===== config.mk =====
export PLATFORM = sky130hd
export DESIGN_NAME = jpeg_rle_pgen_flat
export DESIGN_NICKNAME = d
export VERILOG_FILES = /design/src/rtl/jpeg_rle_pkg.sv /design/src/rtl/jpeg_rle_pgen_if.sv /design/src/rtl/jpeg_rle_cfifo.sv /design/src/rtl/jpeg_rle_pgen.sv /design/src/flat_wrapper.sv
export SDC_FILE = /design/constraint.sdc
export NUM_CORES = 1
export LEC_CHECK = 0
export ABC_AREA = 1
export BUFFER_PORTS_ARGS = -buffer_cell sky130_fd_sc_hd__buf_2
export CAP_MARGIN = 25
export CORE_UTILIZATION = 40
export CTS_CLUSTER_SIZE = 20
export DETAILED_ROUTE_END_ITERATION = 10
export SETUP_SLACK_MARGIN = 0.05
export SLEW_MARGIN = 20
export SYNTH_ARGS = -nofsm -noshare
export SYNTH_HDL_FRONTEND = slang
export SYNTH_SLANG_ARGS = --single-unit

===== constraint.sdc =====
create_clock -name clk -period 4.6 [get_ports clk]
set_clock_uncertainty 0.2 [all_clocks]
set_input_delay 0.92 -clock clk [delete_from_list [all_inputs] [get_ports clk]]
set_output_delay 0.92 -clock clk [all_outputs]
set_load 0.01 [all_outputs]

===== src/rtl/jpeg_rle_pkg.sv =====
// Shared types and helpers for the JPEG run-length stage.
package jpeg_rle_pkg;

  // Intake framing states: waiting for a DC sample, or walking the AC samples.
  typedef enum logic {
    ST_DC = 1'b0,
    ST_AC = 1'b1
  } rle_state_e;

  // Symbol flags. They are combined with the width-dependent rlen/size/amp
  // fields into the full symbol struct inside each parameterised module.
  typedef struct packed {
    logic dcterm;
    logic eob;
    logic zrl;
  } sym_flags_t;

  // Category: MSB index + 1 of the (dw-1)-bit magnitude, 0 for zero.
  // The most negative input has a zero magnitude field and yields 0.
  function automatic int unsigned rle_size(input logic signed [31:0] x, input int dw);
    logic [31:0] mag;
    int unsigned s;
    mag = x[31] ? 32'(-x) : 32'(x);
    s   = 0;
    for (int unsigned i = 0; i < 31; i++) begin
      if ((int'(i) < dw - 1) && mag[i]) s = i + 1;
    end
    return s;
  endfunction

  // Amplitude: the value itself when non-negative, value-1 when negative.
  function automatic logic signed [31:0] rle_amp(input logic signed [31:0] x);
    return x[31] ? (x - 32'sd1) : x;
  endfunction

  // FIFO depth must be a power of two large enough to hold one block's
  // worth of pending ZRLs plus the committing symbol and one in flight.
  function automatic bit depth_ok(input int depth, input int blk_log2, input int run_w);
    return (depth >= 2) && ((depth & (depth - 1)) == 0) &&
           (depth >= ((1 << blk_log2) >> run_w) + 2);
  endfunction

endpackage


===== src/rtl/jpeg_rle_pgen_if.sv =====
// Coefficient input and symbol output bundle of the run-length stage.
interface jpeg_rle_pgen_if #(
  parameter int DW    = 12,
  parameter int RUN_W = 4
);
  localparam int SW = $clog2(DW);

  logic             ena;
  logic             go;
  logic [DW-1:0]    din;
  logic [RUN_W-1:0] rlen;
  logic [SW-1:0]    size;
  logic [DW-1:0]    amp;
  logic             den;
  logic             dcterm;
  logic             eob;
  logic             zrl;

  modport master (
    output ena, go, din,
    input  rlen, size, amp, den, dcterm, eob, zrl
  );

  modport slave (
    input  ena, go, din,
    output rlen, size, amp, den, dcterm, eob, zrl
  );
endinterface


===== src/rtl/jpeg_rle_cfifo.sv =====
// Symbol FIFO with a commit pointer: the reader only sees entries below the
// commit pointer; rewind drops everything written since the last commit.
module jpeg_rle_cfifo #(
  parameter int W     = 8,
  parameter int DEPTH = 8
) (
  input  logic         clk,
  input  logic         rst,
  input  logic         en_i,
  input  logic         wr_en_i,
  input  logic [W-1:0] wr_data_i,
  input  logic         rewind_i,
  input  logic         commit_i,
  input  logic         rd_en_i,
  output logic [W-1:0] rd_data_o,
  output logic         avail_o,
  output logic         full_o
);
  localparam int PW = $clog2(DEPTH);
  localparam logic [PW:0] DEPTH_P = (PW + 1)'(DEPTH);

  logic [PW:0]  wptr_q, wptr_d, cptr_q, cptr_d, rptr_q, rptr_d;
  logic [PW:0]  base;
  logic         wr_ok;
  logic [W-1:0] mem_q [DEPTH];

  // Rewind applies before this cycle's write, so the new entry lands at the
  // commit pointer; commit covers the entry written in the same cycle.
  always_comb begin
    base    = rewind_i ? cptr_q : wptr_q;
    full_o  = ((base - rptr_q) == DEPTH_P);
    wr_ok   = en_i && wr_en_i && !full_o;
    wptr_d  = wr_ok ? (base + 1'b1) : base;
    cptr_d  = commit_i ? wptr_d : cptr_q;
    rptr_d  = (rd_en_i && avail_o) ? (rptr_q + 1'b1) : rptr_q;
  end

  assign avail_o   = (cptr_q != rptr_q);
  assign rd_data_o = mem_q[rptr_q[PW-1:0]];

  // Pointer registers, advanced only on enabled cycles.
  always_ff @(posedge clk or negedge rst) begin
    if (!rst) begin
      wptr_q <= '0;
      cptr_q <= '0;
      rptr_q <= '0;
    end else if (en_i) begin
      wptr_q <= wptr_d;
      cptr_q <= cptr_d;
      rptr_q <= rptr_d;
    end
  end

  // Storage array; contents are only meaningful below the write pointer.
  always_ff @(posedge clk) begin
    if (wr_ok) mem_q[base[PW-1:0]] <= wr_data_i;
  end
endmodule


===== src/rtl/jpeg_rle_pgen.sv =====
// Run-length stage: quantised zig-zag coefficients in, (run, size, amp)
// symbols out, with ZRLs held back until a nonzero coefficient needs them.
module jpeg_rle_pgen
  import jpeg_rle_pkg::*;
#(
  parameter int DW       = 12,
  parameter int BLK_LOG2 = 6,
  parameter int RUN_W    = 4,
  parameter int DEPTH    = 8
) (
  input  logic            clk,
  input  logic            rst,
  jpeg_rle_pgen_if.slave  bus,
  output logic            ovf
);
  localparam int SW = $clog2(DW);

  typedef struct packed {
    logic [RUN_W-1:0] rlen;
    logic [SW-1:0]    size;
    logic [DW-1:0]    amp;
    sym_flags_t       flags;
  } sym_t;

  if (!depth_ok(DEPTH, BLK_LOG2, RUN_W)) begin : g_bad_depth
    $error("jpeg_rle_pgen: DEPTH too small or not a power of two");
  end

  rle_state_e          state_q, state_d;
  logic [BLK_LOG2-1:0] cnt_q, cnt_d;
  logic [RUN_W-1:0]    zc_q, zc_d;
  logic                wr_en, wr_commit, wr_rewind;
  sym_t                wr_sym, rd_sym;
  logic                fifo_avail, fifo_full;
  logic                din_zero, last_ac;
  logic [SW-1:0]       sym_size;
  logic [DW-1:0]       sym_amp;

  logic [RUN_W-1:0]    rlen_q;
  logic [SW-1:0]       size_q;
  logic [DW-1:0]       amp_q;
  logic                den_q, dcterm_q, eob_q, zrl_q, ovf_q;

  // Intake decode: one FIFO write per enabled cycle plus next framing state.
  // go always rewinds: in DC nothing is pending, in AC it aborts the block.
  always_comb begin
    din_zero  = (bus.din == '0);
    last_ac   = (cnt_q == '1);
    sym_size  = SW'(rle_size(32'(signed'(bus.din)), DW));
    sym_amp   = DW'(rle_amp(32'(signed'(bus.din))));
    state_d   = state_q;
    cnt_d     = cnt_q + 1'b1;
    zc_d      = zc_q;
    wr_en     = 1'b0;
    wr_commit = 1'b0;
    wr_rewind = 1'b0;
    wr_sym    = '0;
    wr_sym.size = sym_size;
    wr_sym.amp  = sym_amp;
    if (bus.go) begin
      wr_rewind           = 1'b1;
      wr_en               = 1'b1;
      wr_commit           = 1'b1;
      wr_sym.flags.dcterm = 1'b1;
      zc_d                = '0;
      cnt_d               = BLK_LOG2'(1);
      state_d             = ST_AC;
    end else if (state_q == ST_AC) begin
      if (!din_zero) begin
        wr_en       = 1'b1;
        wr_commit   = 1'b1;
        wr_sym.rlen = zc_q;
        zc_d        = '0;
        if (last_ac) state_d = ST_DC;
      end else if (last_ac) begin
        wr_rewind        = 1'b1;
        wr_en            = 1'b1;
        wr_commit        = 1'b1;
        wr_sym.flags.eob = 1'b1;
        zc_d             = '0;
        state_d          = ST_DC;
      end else if (zc_q == '1) begin
        wr_en            = 1'b1;
        wr_sym.rlen      = '1;
        wr_sym.flags.zrl = 1'b1;
        zc_d             = '0;
      end else begin
        zc_d = zc_q + 1'b1;
      end
    end
  end

  // Framing state, sample counter and zero-run counter.
  always_ff @(posedge clk or negedge rst) begin
    if (!rst) begin
      state_q <= ST_DC;
      cnt_q   <= '0;
      zc_q    <= '0;
    end else if (bus.ena) begin
      state_q <= state_d;
      cnt_q   <= cnt_d;
      zc_q    <= zc_d;
    end
  end

  jpeg_rle_cfifo #(
    .W     ($bits(sym_t)),
    .DEPTH (DEPTH)
  ) u_fifo (
    .clk       (clk),
    .rst       (rst),
    .en_i      (bus.ena),
    .wr_en_i   (wr_en),
    .wr_data_i (wr_sym),
    .rewind_i  (wr_rewind),
    .commit_i  (wr_commit),
    .rd_en_i   (fifo_avail),
    .rd_data_o (rd_sym),
    .avail_o   (fifo_avail),
    .full_o    (fifo_full)
  );

  // Output stage: pop one committed symbol per enabled cycle; sticky overflow.
  always_ff @(posedge clk or negedge rst) begin
    if (!rst) begin
      rlen_q   <= '0;
      size_q   <= '0;
      amp_q    <= '0;
      den_q    <= 1'b0;
      dcterm_q <= 1'b0;
      eob_q    <= 1'b0;
      zrl_q    <= 1'b0;
      ovf_q    <= 1'b0;
    end else if (bus.ena) begin
      if (fifo_avail) begin
        rlen_q   <= rd_sym.rlen;
        size_q   <= rd_sym.size;
        amp_q    <= rd_sym.amp;
        den_q    <= 1'b1;
        dcterm_q <= rd_sym.flags.dcterm;
        eob_q    <= rd_sym.flags.eob;
        zrl_q    <= rd_sym.flags.zrl;
      end else begin
        den_q    <= 1'b0;
        dcterm_q <= 1'b0;
        eob_q    <= 1'b0;
        zrl_q    <= 1'b0;
      end
      if (wr_en && fifo_full) ovf_q <= 1'b1;
    end
  end

  assign bus.rlen   = rlen_q;
  assign bus.size   = size_q;
  assign bus.amp    = amp_q;
  assign bus.den    = den_q;
  assign bus.dcterm = dcterm_q;
  assign bus.eob    = eob_q;
  assign bus.zrl    = zrl_q;
  assign ovf        = ovf_q;
endmodule


===== src/flat_wrapper.sv =====
// flat-port wrapper written by rule: the top's interface ports become plain ports
module jpeg_rle_pgen_flat import jpeg_rle_pkg::*;
#(
  parameter int DW       = 12,
  parameter int BLK_LOG2 = 6,
  parameter int RUN_W    = 4,
  parameter int DEPTH    = 8
)
  (clk, rst, ovf, bus_ena, bus_go, bus_din, bus_rlen, bus_size, bus_amp, bus_den, bus_dcterm, bus_eob, bus_zrl);
  jpeg_rle_pgen_if #(.DW(DW), .RUN_W(RUN_W)) bus_i ();
  input  logic clk;
  input  logic rst;
  output logic ovf;
  input wire logic [$bits(bus_i.ena)-1:0] bus_ena;
  input wire logic [$bits(bus_i.go)-1:0] bus_go;
  input wire logic [$bits(bus_i.din)-1:0] bus_din;
  output wire logic [$bits(bus_i.rlen)-1:0] bus_rlen;
  output wire logic [$bits(bus_i.size)-1:0] bus_size;
  output wire logic [$bits(bus_i.amp)-1:0] bus_amp;
  output wire logic [$bits(bus_i.den)-1:0] bus_den;
  output wire logic [$bits(bus_i.dcterm)-1:0] bus_dcterm;
  output wire logic [$bits(bus_i.eob)-1:0] bus_eob;
  output wire logic [$bits(bus_i.zrl)-1:0] bus_zrl;
  assign bus_i.ena = bus_ena;
  assign bus_i.go = bus_go;
  assign bus_i.din = bus_din;
  assign bus_rlen = bus_i.rlen;
  assign bus_size = bus_i.size;
  assign bus_amp = bus_i.amp;
  assign bus_den = bus_i.den;
  assign bus_dcterm = bus_i.dcterm;
  assign bus_eob = bus_i.eob;
  assign bus_zrl = bus_i.zrl;
  jpeg_rle_pgen #(.DW(DW), .BLK_LOG2(BLK_LOG2), .RUN_W(RUN_W), .DEPTH(DEPTH)) u_core (.clk(clk), .rst(rst), .bus(bus_i), .ovf(ovf));
endmodule

[Yosys cells after proc, flatten, opt, wreduce, memory -nomap -nowiden]
Memory sizes are Yosys's and may differ from the RTL's.
Index checks and enable logic that the tools add are counted.
Word-level totals
  register bits: 48
  latch bits: 0
  memory bits (writable): 184
  bits in read-only memories: 0
  output and inout port bits: 25
  logic and storage cells: 88
  memories: 1
Operators by class
  add/subtract/negate cells: 7
  $mul: 0
  divide/modulo/power cells: 0
  magnitude comparators: 0
  equal/unequal tests: 4
  shift-type cells: 0
  multiplexer cells: 52
  bitwise logic cells: 0
  reduce and logical (&&, ||, !) cells: 10
Memories
  u_core.u_fifo.mem_q: words 8, width 23, rd ports 1, clocked after Yosys merged registers in 0, write ports 1, line jpeg_rle_cfifo.sv:25  | logic [W-1:0] mem_q [DEPTH];
Operators by type and width (number)
  4-bit two-way mux: 22
  1-bit two-way mux: 24
  4-bit by 1-bit adder with 4-bit output, second input constant: 3
  12-bit logical NOT: 1
  12-bit two-way mux: 1
  12-bit by 2-bit subtractor with 12-bit output, second input constant: 1
  11-bit two-way mux: 1
  11-bit negator: 1
  4-bit == test, second input constant: 2
  2-bit AND reduction: 4
  6-bit by 1-bit adder with 6-bit output, second input constant: 1
  6-bit == test, second input constant: 1
  2-bit two-way mux: 3
  6-bit two-way mux: 1
  4-bit != test: 1
  4-bit subtractor: 1
  1-bit logical AND: 3
  2-bit nonzero test: 1
  1-bit logical NOT: 1

[Logic depth before layout (Yosys ltp)]
Gate-level depths: netlist (run 1).
  depth after elaboration: 13
  gate-level depth with buffers: 24

[By module]
From an unflattened synthesis (run 1), not the netlist that was laid out.
Second synthesis, totals
  cells, all modules: 935
  area total of the unflattened synthesis: 10164.7 µm²
By module, submodules not included
  jpeg_rle_cfifo: times used 1, cells each 660, area each 7992.7 µm²
  jpeg_rle_pgen: times used 1, cells each 275, area each 2172.1 µm²

[Worst setup path before layout (run 1)]
OpenSTA, ideal clock, no wires.
  path kind: input to register
  from: input bus_din[0]
  to: memory u_core.u_fifo.mem_q[0][0] in the netlist's numbering (enable)
  library setup time: 403 ps
  arrival: 3981 ps
  data required time: 3997 ps
  path slack: 16 ps
  stages: 20
  cell sequence: inv_1 -> ha_1 -> nand3_2 -> nor2_4 -> nand3_4 -> nand3_1 -> nand2_4 -> ha_1 -> inv_1 -> o21bai_1 -> nand2_1 -> nand2_1 -> inv_1 -> nand2_1 -> nand2_1 -> nand3_1 -> nand2_2 -> nand2_4 -> nand3_1 -> nor2_1
On the way
  longest elaborated chain between the ends: 11
RTL lines
  from (decl): line flat_wrapper.sv:16  | input wire logic [$bits(bus_i.din)-1:0] bus_din;
  12-bit logical NOT *: line jpeg_rle_pgen.sv:47  | din_zero = (bus.din == '0);
  1-bit two-way mux: line jpeg_rle_pgen.sv:69  | if (!din_zero) begin
  1-bit two-way mux: line jpeg_rle_pgen.sv:68  | end else if (state_q == ST_AC) begin
  1-bit two-way mux: line jpeg_rle_pgen.sv:60  | if (bus.go) begin
  4-bit two-way mux: line jpeg_rle_cfifo.sv:30  | base = rewind_i ? cptr_q : wptr_q;
  4-bit subtractor: line jpeg_rle_cfifo.sv:31  | full_o = ((base - rptr_q) == DEPTH_P);
  4-bit == test: line jpeg_rle_cfifo.sv:31
  1-bit logical NOT: line jpeg_rle_cfifo.sv:32  | wr_ok = en_i && wr_en_i && !full_o;
  1-bit logical AND: line jpeg_rle_cfifo.sv:32
  1-bit two-way mux: line jpeg_rle_cfifo.sv:56  | if (wr_ok) mem_q[base[PW-1:0]] <= wr_data_i;
  1-bit two-way mux (implied by the code): line jpeg_rle_cfifo.sv:56
  to (decl): line jpeg_rle_cfifo.sv:25
Every way passes the cells marked *; elsewhere a longest branch is shown, timed or not.

[Final worst setup path (run 1)]
  from: input bus_din[0]
  to: memory u_core.u_fifo.mem_q[4][11] in the netlist's numbering (enable)
Same word-level chain as after synthesis.

==> metrics, run 1 <==
status=complete, no violations; total wire length=between 20,000 and 25,000 um; clk root buf=clkbuf_16; clock sinks=232; Non-Filler Instances=1,269; Cells after Synth=880; post-route cell area=about 0.012 sq mm; VDD IR max=approximately 360 uV; core area=around 0.024 sq mm; number of global-route vias before repair=6,489; Tightest Hold Check Type=reg -> reg; Power per Cell Area=~630 mW/mm^2; final setup vio count=0; effective utilization at floorplan=~41%; family with the most delay on the worst path=simple AND/OR/NAND/NOR gates; worst-margin pin slew=between 0.9 and 1 ns; clk_lat worst skew=0.51 ns; slew margin rel.=34.3%; CTS H-tree depth=1; row count=57; Async S/R FF share, synth=20.7%; initial antenna violation count=0; CP max FO=14; routed len/inst=around 18 um; ys flop type=edfxtp_1; worst hold start=u_core.bus.amp[8]; total of max-cap violations=0; synth cell count leaders=edfxtp_1 (184), nand2_1 (169), nor2_1 (111), o21ai_0 (90), dfrtp_1 (48); crit path cell chain=buf_2 > inv_1 > ha_1 > nand3_2 > nor2_4 > nand3_4 > nand3_1 > nand2_4 > ha_1 > inv_1 > o21bai_1 > nand2_1 > nand2_1 > inv_1 > nand2_1 > nand2_1 > nand3_1 > nand2_2 > nand2_4 > nand3_1 > nor2_2 > buf_4; delay of the slowest cell on the worst path=0.30 ns; hpwl dp=between 10,000 and 15,000 um; synthesized area=~0.01 sq mm; Setup Fix Bufs, Post-CTS=0; RePlAce Congestion=around 0.85; FILL cells=~2,200; flops & latches, synth=232; crit share post-route=roughly 85%; Detailed Routing Iterations Pass 1=4; crit path max-delay cell type=ha_1; pin count of the biggest net entering global routing=94; area share of the largest cell type after synthesis=approximately 55%; post-synthesis sequential area ratio=67.4%; area leader, netlist=edfxtp_1; full die area=roughly 0.026 sq mm; Startpoint Class=input pin; Setup TNS=0 ns; Area after DPL=0.0107 sq mm; post-cts sizing count=0; Clock Pin Slew Worst Setup and Hold Paths=approximately 0.060 ns; IO buf count=40; Max Fclk=roughly 250 MHz; DR vias/cell=around 5.2; Die X=roughly 160 um; CTS Buffer Depth=3; first-pass GRT wire length=between 30,000 and 40,000 um; CP required=roughly 4.6 ns; die extent in y=160 um; Initial DRC Count=422; syn nets=roughly 900; synthesis-to-finish area growth=15.8%; crit path DAT=3.92 ns; total CTS buffers=25; share of cells above drive strength 1=between 10% and 20%; ANT cells=0; Hold Slack=about 0.27 ns; Multi-input gate area=a little under 0.003 sq mm; reg2reg start=u_core.cnt_q[0]; GRT Util Overall=18.1%; routed via count=about 6,600; Crit. Startpoint=bus_din[0]; post-synth cell types=40; Final min period=3.93 ns; unrepaired setup endpoints after global routing=no; Worst path most repeated cell=nand2_1; Ys Warns=0; # placed instances=roughly 1,200; IO Pins=41; ranking of synthesized cells by area=edfxtp_1 (55%), dfrtp_1 (12%), nand2_1 (6.4%), o21ai_0 (4.5%), nor2_1 (4.2%); Fin. Hold Viols=0; leakage power=~4.4 nW; WP buf/inv=5; grt ovf=0; # DRC=0; CTS tree=built; critical path type=in -> reg; CTS Hold Buffers Added=0; Post-synth EDFFs=between 150 and 200; total power=about 7.3 mW; register area=just under 0.007 sq mm; Setup crit end kind=flip-flop; Mapped Avg Cell Area=about 11 sq um; Post-layout nets=954; most common cell in the netlist=edfxtp_1; post-route antenna net violation count=0; fin. max-slew vios=0
tightest hold or removal path, stage by stage (launching register included):
cell and delay, ns:
dfrtp_1 0.34, nand2_1 0.05, nand2_1 0.05
cells in the final DEF (no fill, tap or decap), drive strengths merged:
| cell | instances |
|---|---|
| clkinvlp | 1 |
| o21ai | 92 |
| a211oi | 1 |
| or2 | 1 |
| ha | 8 |
| o31ai | 1 |
| clkinv | 7 |
| nor2 | 115 |
| a32o | 13 |
| buf | 65 |
| nor3 | 4 |
| o211ai | 13 |
| nand3 | 34 |
| nand3b | 1 |
| o21bai | 3 |
| nor3b | 1 |
| xnor2 | 1 |
| a31oi | 1 |
| a21oi | 21 |
| nand4 | 4 |
| inv | 47 |
| xor2 | 24 |
| nand2 | 183 |
| nor4 | 1 |
| o221ai | 16 |
| edfxtp | 184 |
| and3 | 1 |
| o22ai | 19 |
| dfrtp | 48 |
| bufinv | 6 |
| clkbuf | 29 |
power breakdown:
group / internal [mW] / total, mW / switching (mW)
clock network: 1.34 / 2.12 / 0.783
logic: 0.753 / 2.30 / 1.54
registers: 2.72 / 2.89 / 0.169
per-layer routing:
| layer | vias up | GRT usage [%] | wire length, um |
|---|---|---|---|
| li1 | 3203 | - | - |
| met1 | 3247 | 25.5 | 10600 |
| met2 | 132 | 29.9 | 10700 |
| met3 | 28 | 2.29 | 1030 |
| met4 | 0 | 3.94 | 351 |
| met5 | - | 0 | 0 |
path summary, 6_finish.rpt:
path	depth (start not counted)	slack (ns)	endpoint
setup / recovery	22	0.67	u_core.u_fifo.mem_q[4][11]
hold / removal	2	0.27	u_core.bus.amp[8]
setup reg to reg	20	0.88	u_core.u_fifo.mem_q[4][11]
hold reg to reg	2	0.27	u_core.bus.amp[8]
max in group asynchronous	2	3.40	u_core.u_fifo.rptr_q[0]
min in group asynchronous	2	0.33	u_core.bus.rlen[0]
cells by family (layout without fill, tap and decap cells):
| family | Yosys count | count (layout) | synth area share (%) |
|---|---|---|---|
| AND/OR/NAND/NOR | 345 | 345 | 14.9 |
| flip-flops | 232 | 232 | 67.4 |
| AO/OA/AOI/OAI | 180 | 180 | 11.0 |
| buffers and inverters | 90 | 155 | 3.45 |
| XOR/XNOR | 25 | 25 | 2.19 |
| adder cells (fa/ha/maj) | 8 | 8 | 1.00 |
sequential cells by signal, indices dropped and copies added, names as in the netlist, 4 cells and up:
signal                cells
u_core.bus.amp           12
u_core.bus.rlen           4
u_core.bus.size           4
u_core.cnt_q              6
u_core.u_fifo.cptr_q      4
u_core.u_fifo.mem_q     184
u_core.u_fifo.rptr_q      4
u_core.u_fifo.wptr_q      4
u_core.zc_q               4
area by class of cell:
cell class / count / share of cell area, %
clock buffers: 29 / 5.63
clock inverters: 13 / 1.90
inverters: 48 / 1.56
multi-input cells: 558 / 25.3
flip-flops and latches: 232 / 58.2
well taps: 324 / 3.51
repair buffers: 65 / 3.90
per-stage QoR:
step	worst slack, ns	util [%]
2_1_floorplan	0.0158	-
3_3_place_gp	0.252	43.8
4_1_cts	0.668	47.4
5_1_grt	0.439	47.4
6_report	0.669	47.4
3_5_place_dp	0.153	43.8
Power figures use the tool's default switching activity.
==> inputs of run 2 (changes only) <==
--- a/config.mk
+++ b/config.mk
@@ -11,6 +11,7 @@
 export CORE_UTILIZATION = 40
 export CTS_CLUSTER_SIZE = 20
 export DETAILED_ROUTE_END_ITERATION = 10
+export PLACE_DENSITY = 0.63
 export SETUP_SLACK_MARGIN = 0.05
 export SLEW_MARGIN = 20
 export SYNTH_ARGS = -nofsm -noshare
==> metrics, run 2 (synthesized netlist as in run 1, its figures left out) <==
worst hold start=u_core.bus.amp[4]; Crit. Startpoint=bus_din[0]; WP buf/inv=5 (unchanged); DR vias/cell=5.26 (+0.89%); unrepaired setup endpoints after global routing=no; Largest register FFs=184 (unchanged); clk root buf=clkbuf_16; IO buf count=40 (unchanged); CP required=4.61 ns (+0.02 ns); reg2reg start=u_core.cnt_q[0]; grt ovf=0 (unchanged); core area=0.0244 sq mm (unchanged); highest-count cells in the layout ignoring fill and taps=edfxtp_1 (184), nand2_1 (169), nor2_1 (104); Worst path most repeated cell=nand2_1; total wire length=22,400 um (-1.3%); total stage count of the critical path=22 (unchanged); total power=7.02 mW (-4.0%); crit path DAT=3.91 ns (about the same); row count=57 (unchanged); status=complete, no violations; Tightest Hold Check Type=reg -> reg; post-route antenna net violation count=0 (unchanged); leakage power=4.33 nW (-1.5%); IO Pins=41 (unchanged); CTS Hold Buffers Added=0 (unchanged); initial antenna violation count=0 (unchanged); Setup crit end kind=flip-flop; post-cts sizing count=0 (unchanged); r2r worst-path depth=20 (unchanged); switching portion of total power=35.6% (+1.5 points); pin count of the biggest net entering global routing=94 (unchanged); Pint=4.52 mW (-6.1%); crit share post-route=84.7% (-0.75 points); delay of the slowest cell on the worst path=0.30 ns (about the same); routed via count=6,669 (+0.89%); CTS H-tree depth=1 (unchanged); WHS Path Cells=2 (unchanged); Hold Slack=0.269 ns (-0.000454 ns); total of max-cap violations=0 (unchanged); GRT Util Overall=17.8% (-0.25 points); Initial DRC Count=628 (+49%); Power per Cell Area=614 mW/mm^2 (-2.8%); clock sinks=232 (unchanged); clk_lat worst skew=0.51 ns (about the same); first-pass GRT wire length=35,300 um (-2.2%); Max Fclk=257 MHz (+0.88%); Final min period=3.90 ns (-0.0344 ns); FILL cells=2,221 (-0.13%); full die area=0.0256 sq mm (unchanged); Detailed Routing Iterations Pass 1=5 (+1); RePlAce Congestion=0.884 (+4.1%); sw power=2.50 mW (+0.15%); ANT cells=0 (unchanged); Setup Fix Bufs, Post-CTS=0 (unchanged); routed len/inst=17.7 um (-1.3%); share of cells above drive strength 1=14.5% (-0.53 points); critical path type=in -> reg; effective utilization at floorplan=40.9% (unchanged); total CTS buffers=25 (unchanged); leading cell type in the layout, fill and taps excluded=edfxtp_1; combinational share of power=32.8% (+1.4 points); Setup TNS=0 ns (unchanged); crit path max-delay cell type=ha_1; synthesis-to-finish area growth=14.5%; CTS tree=built; worst-margin pin slew=1.00 ns (+0.0283 ns); Fin. Hold Viols=0 (unchanged); CTS Buffer Depth=3 (unchanged); family with the most delay on the worst path=simple AND/OR/NAND/NOR gates; Seq pwr share=41.1% (+1.5 points); Die X=160 um (unchanged); Clock Pin Slew Worst Setup and Hold Paths=0.06 ns (about the same); CP max FO=13 (-1); die extent in y=160 um (unchanged); hpwl dp=13,900 um (+0.37%); Post-layout nets=951 (-0.31%); fin. max-slew vios=0 (unchanged); crit path cell chain=buf_2 > inv_1 > ha_1 > nand3_2 > nor2_4 > nand3_4 > nand3_1 > nand2_4 > ha_1 > inv_1 > o21bai_1 > nand2_1 > nand2_1 > inv_1 > nand2_1 > nand2_1 > nand3_1 > nand2_2 > nand2_4 > nand3_1 > nor2_2 > buf_4; Startpoint Class=input pin; VDD IR max=321 uV (-11%); Clk network pwr share=26.1% (-2.9 points); slew margin rel.=32.4% (-1.9 points); final setup vio count=0 (unchanged); # DRC=0 (unchanged); number of global-route vias before repair=6,463 (-0.40%)
-- run 2: cell count changes in the layout (fill, tap and decap cells not counted), sizes merged --
cell | previous run | this run
clkinv | 7 | 13
bufinv | 6 | 1
buf | 65 | 61
clkbuf | 29 | 30
inv | 47 | 49
-- run 2: layer usage --
layer  global-route usage [%]  up-vias  part of all wire (%)
met5                        0        -                     0
met4                     5.37        0                   2.7
met3                     2.68       46                   5.8
met2                     28.7      190                    46
met1                     25.0     3226                    45
li1                         -     3207                     -
-- run 2: power by group through the flow --
| stage | combinational (mW) | sequential, mW | clock [mW] |
|---|---|---|---|
| after floorplan | 1.51 | 2.95 | 0 |
| after global placement | 2.26 | 2.92 | 0 |
| after detailed placement | 2.31 | 2.93 | 0 |
| after CTS | 2.31 | 2.89 | 1.88 |
| after global routing | 2.57 | 2.93 | 1.95 |
| final | 2.30 | 2.89 | 1.83 |
-- run 2: cell type report --
type	instances	area, sq um	area share, %
flip-flops and latches	232	6730	58.9
multi-input cells	558	2930	25.6
clock buffers	29	641	5.61
repair buffers	62	433	3.79
well taps	324	405	3.55
inverters	48	180	1.58
clock inverters	16	111	0.975
-- run 2: worst paths after layout --
kind	end	slack, ns
max	u_core.u_fifo.mem_q[6][10]	0.70
min	u_core.bus.amp[4]	0.27
max reg2reg	u_core.u_fifo.mem_q[6][10]	0.91
min reg2reg	u_core.bus.amp[4]	0.27
max in group asynchronous	u_core.u_fifo.rptr_q[0]	3.40
min in group asynchronous	u_core.bus.rlen[1]	0.32
-- run 2: worst register-to-register path, delay by kind of cell (launching register included) --
family | cells | cell delay, ns
adders and majority gates | 2 | 0.50
buffers and inverters | 3 | 0.35
and+or+nand+nor | 14 | 1.74
AOI/OAI and AO/OA | 1 | 0.19
DFF | 1 | 0.38
-- run 2: per-stage QoR --
stage          cells  setup slack, ns  instance area [sq um]  util [%]
2_1_floorplan    880           0.0158                   9980         -
3_3_place_gp    1222            0.275                  10600      43.6
3_5_place_dp    1222            0.166                  10600      43.6
4_1_cts         1267            0.708                  11400      46.7
5_1_grt         1269            0.417                  11400      46.8
6_report        1269            0.703                  11400      46.8
==> inputs of run 3 (changes only) <==
--- a/config.mk
+++ b/config.mk
@@ -5,7 +5,7 @@
 export SDC_FILE = /design/constraint.sdc
 export NUM_CORES = 1
 export LEC_CHECK = 0
-export ABC_AREA = 1
+export ABC_AREA = 0
 export BUFFER_PORTS_ARGS = -buffer_cell sky130_fd_sc_hd__buf_2
 export CAP_MARGIN = 25
 export CORE_UTILIZATION = 40
==> constraint.sdc (replaced) <==
create_clock -name clk -period 3.6 [get_ports clk]
set_clock_uncertainty 0.2 [all_clocks]
set_input_delay 0.72 -clock clk [delete_from_list [all_inputs] [get_ports clk]]
set_output_delay 0.72 -clock clk [all_outputs]
set_load 0.01 [all_outputs]
==> metrics, run 3 <==
status=finished, violations left; failing checks=negative setup slack; total wire length=23,100 um (+3.1%); Seq pwr share=39.1% (-2.0 points); RePlAce Congestion=0.860 (-2.7%); # DRC=0 (unchanged); share of cells above drive strength 1=35.6% (+21 points); highest-count cells in the layout ignoring fill and taps=edfxtp_1 (184), buf_4 (80), nand2_1 (57); clk root buf=clkbuf_16; flops & latches, synth=232 (unchanged); post-synth cell types=69 (+73%); CP required=3.69 ns (-0.92 ns); post-route cell area=0.0128 sq mm (+12%); final setup margin=-0.271 ns (-0.974 ns); Ys Warns=0 (unchanged); Max Fclk=about 260 MHz; Largest register FFs=184 (unchanged); Final min period=about 3.9 ns; IO buf count=40 (unchanged); ranking of synthesized cells by area=edfxtp_1 (55%), dfrtp_1 (12%), mux4_2 (10%), mux2i_1 (2.6%), nand2_1 (2.2%); full die area=0.0259 sq mm (+1.2%); Area after DPL=0.0115 sq mm (+8.1%); post-route antenna net violation count=0 (unchanged); Fin. Hold Viols=0 (unchanged); leading cell type in the layout, fill and taps excluded=edfxtp_1; Mapped Avg Cell Area=15.3 sq um (+35%); clk_lat worst skew=0.52 ns (about the same); die extent in y=161 um (+0.58%); clock sinks=232 (unchanged); DR vias/cell=5.44 (+3.5%); area share of the largest cell type after synthesis=54.7% (-0.64 points); Initial DRC Count=508 (-19%); Clk network pwr share=24.3% (-1.8 points); routed len/inst=20.2 um (+14%); Non-Filler Instances=1,148 (-9.5%); crit share post-route=108%; most common cell in the netlist=edfxtp_1; hpwl dp=14,400 um (+3.4%); number of global-route vias before repair=6,395 (-1.1%); total CTS buffers=24 (-4.0%); synthesis-to-finish area growth=26.6%; area leader, netlist=edfxtp_1; CP max FO=6 (-7); initial antenna violation count=0 (unchanged); fin. max-slew vios=0 (unchanged); Die X=161 um (+0.58%); critical path type=in -> reg; GRT Util Overall=18.5% (+0.67 points); Post-layout nets=831 (-13%); ANT cells=0 (unchanged); crit path DAT=3.96 ns (+0.05 ns); VDD IR max=387 uV (+21%); # placed instances=1,069 (-13%); row count=57 (unchanged); dpl ws=-1.14 ns (-1.30 ns); Setup crit end kind=flip-flop; switching portion of total power=31.8% (-3.8 points); CTS Buffer Depth=3 (unchanged); post-synthesis sequential area ratio=66.6% (-0.78 points); syn nets=685 (-24%); routed via count=6,243 (-6.4%); Cells after Synth=661 (-25%); synth cell count leaders=edfxtp_1 (184), nand2_1 (60), dfrtp_1 (48), mux4_2 (46), o21ai_0 (43); CTS tree=built; ys flop type=edfxtp_1; sw power=3.03 mW (+21%); grt ovf=0 (unchanged); combinational share of power=36.5% (+3.7 points); slew margin rel.=40.3% (+8.0 points); Pint=6.50 mW (+44%); Startpoint Class=input pin; core area=0.0245 sq mm (+0.58%); final setup vio count=189 (+189); Clock Pin Slew Worst Setup and Hold Paths=0.06 ns (about the same); Power per Cell Area=746 mW/mm^2 (+21%); total of max-cap violations=0 (unchanged); IO Pins=41 (unchanged); CTS H-tree depth=1 (unchanged); first-pass GRT wire length=36,500 um (+3.4%); Detailed Routing Iterations Pass 1=5 (unchanged); worst-margin pin slew=0.891 ns (-0.113 ns); leakage power=4.59 nW (+6.0%); pin count of the biggest net entering global routing=51 (-46%); effective utilization at floorplan=41.2% (+0.24 points); Post-synth EDFFs=184 (unchanged); Tightest Hold Check Type=reg -> reg; Async S/R FF share, synth=20.7% (unchanged); unrepaired setup endpoints after global routing=yes; synthesized area=0.0101 sq mm (+1.2%)
## run 3: cell count changes after synthesis, moves of 16 or more
cell / change
nor2_1: -85
o21ai_0: -47
nand2_1: -109
inv_1: -28
o221ai_1: -16
o22ai_1: -18
nor3_1: +16
mux4_2: +46
mux2i_1: +26
## run 3: per-stage QoR
| stage | util, % | TNS (ns) | power [mW] | hold WS [ns] |
|---|---|---|---|---|
| final | 52.1 | -38.30 | 9.53 | 0.274 |
| after global routing | 52.1 | -58.61 | 10.0 | 0.309 |
| after CTS | 51.6 | -37.60 | 9.48 | 0.284 |
| after detailed placement | 46.9 | -200.52 | 6.89 | 0.270 |
| after global placement | 46.9 | -192.57 | 6.82 | 0.265 |
| after floorplan | - | -192.08 | 5.72 | 0.224 |
## run 3: final cells by class
cell class / instances / area [sq um]
Sequential cell: 232 / 6730
Clock buffer: 27 / 612
Fill cell: 2025 / 11800
Multi-Input combinational cell: 381 / 3450
Inverter: 14 / 72.6
Tap cell: 324 / 405
Timing Repair Buffer: 154 / 1390
Clock inverter: 16 / 133
## run 3: critical path: stages
cell	delay [ns]
buf_8	0.09
inv_8	0.03
ha_4	0.14
nor4b_4	0.13
and3_4	0.20
a21oi_4	0.21
mux2i_4	0.27
inv_2	0.07
ha_4	0.21
nor2b_4	0.12
o21a_1	0.18
or3_4	0.36
a211o_1	0.34
o21a_4	0.20
and2_4	0.17
nand2_4	0.07
buf_6	0.12
nor3_4	0.05
buf_6	0.12
buf_12	0.13
## run 3: logic make-up after synthesis
| family | after synthesis | synth area share (%) |
|---|---|---|
| buffers and inverters | 51 | 2.13 |
| AOI/OAI and AO/OA | 115 | 7.51 |
| and+or+nand+nor | 158 | 7.67 |
| muxes | 75 | 13.2 |
| adders and majority gates | 8 | 0.991 |
| xor gates and xnor gates | 22 | 1.91 |
| DFF | 232 | 66.6 |
## run 3: timing repair
| action | 4_1_cts | 5_1_grt |
|---|---|---|
| gates cloned | 5 | 0 |
| pin swaps | 17 | 9 |
| resized for setup | 32 | 11 |
| endpoints found under the hold margin | 6 | 0 |
| buffers inserted | 24 | 10 |
| hold buffers | 1 | 0 |
| setup endpoints to repair | 193 | 192 |
## run 3: path summary, 6_finish.rpt
kind,end,cells after the start,slack [ns],startpoint
worst max-delay path,u_core.u_fifo.mem_q[4][1],20,-0.27,bus_din[1]
max in group asynchronous,u_core.u_fifo.rptr_q[0],3,2.19,rst
min in group asynchronous,u_core.cnt_q[4],2,0.37,rst
worst max register to register,u_core.u_fifo.mem_q[4][1],17,-0.26,u_core.cnt_q[4]
worst min register to register,u_core.bus.amp[2],2,0.27,u_core.bus.amp[2]
worst min-delay path,u_core.bus.amp[2],2,0.27,u_core.bus.amp[2]
## run 3: power groups by stage
stage	Sequential [mW]	Clock (mW)	Combinational [mW]
final	3.73	2.32	3.48
after floorplan	3.76	0	1.96
after global routing	3.78	2.47	3.75
after CTS	3.73	2.37	3.38
after global placement	3.75	0	3.07
after detailed placement	3.77	0	3.11
## run 3: per-layer routing
| metal | share of wire [%] | global-route usage, % |
|---|---|---|
| met5 | 0 | 0 |
| met1 | 43 | 25.3 |
| met2 | 50 | 31.5 |
| met3 | 5.6 | 2.12 |
| met4 | 2.0 | 4.59 |
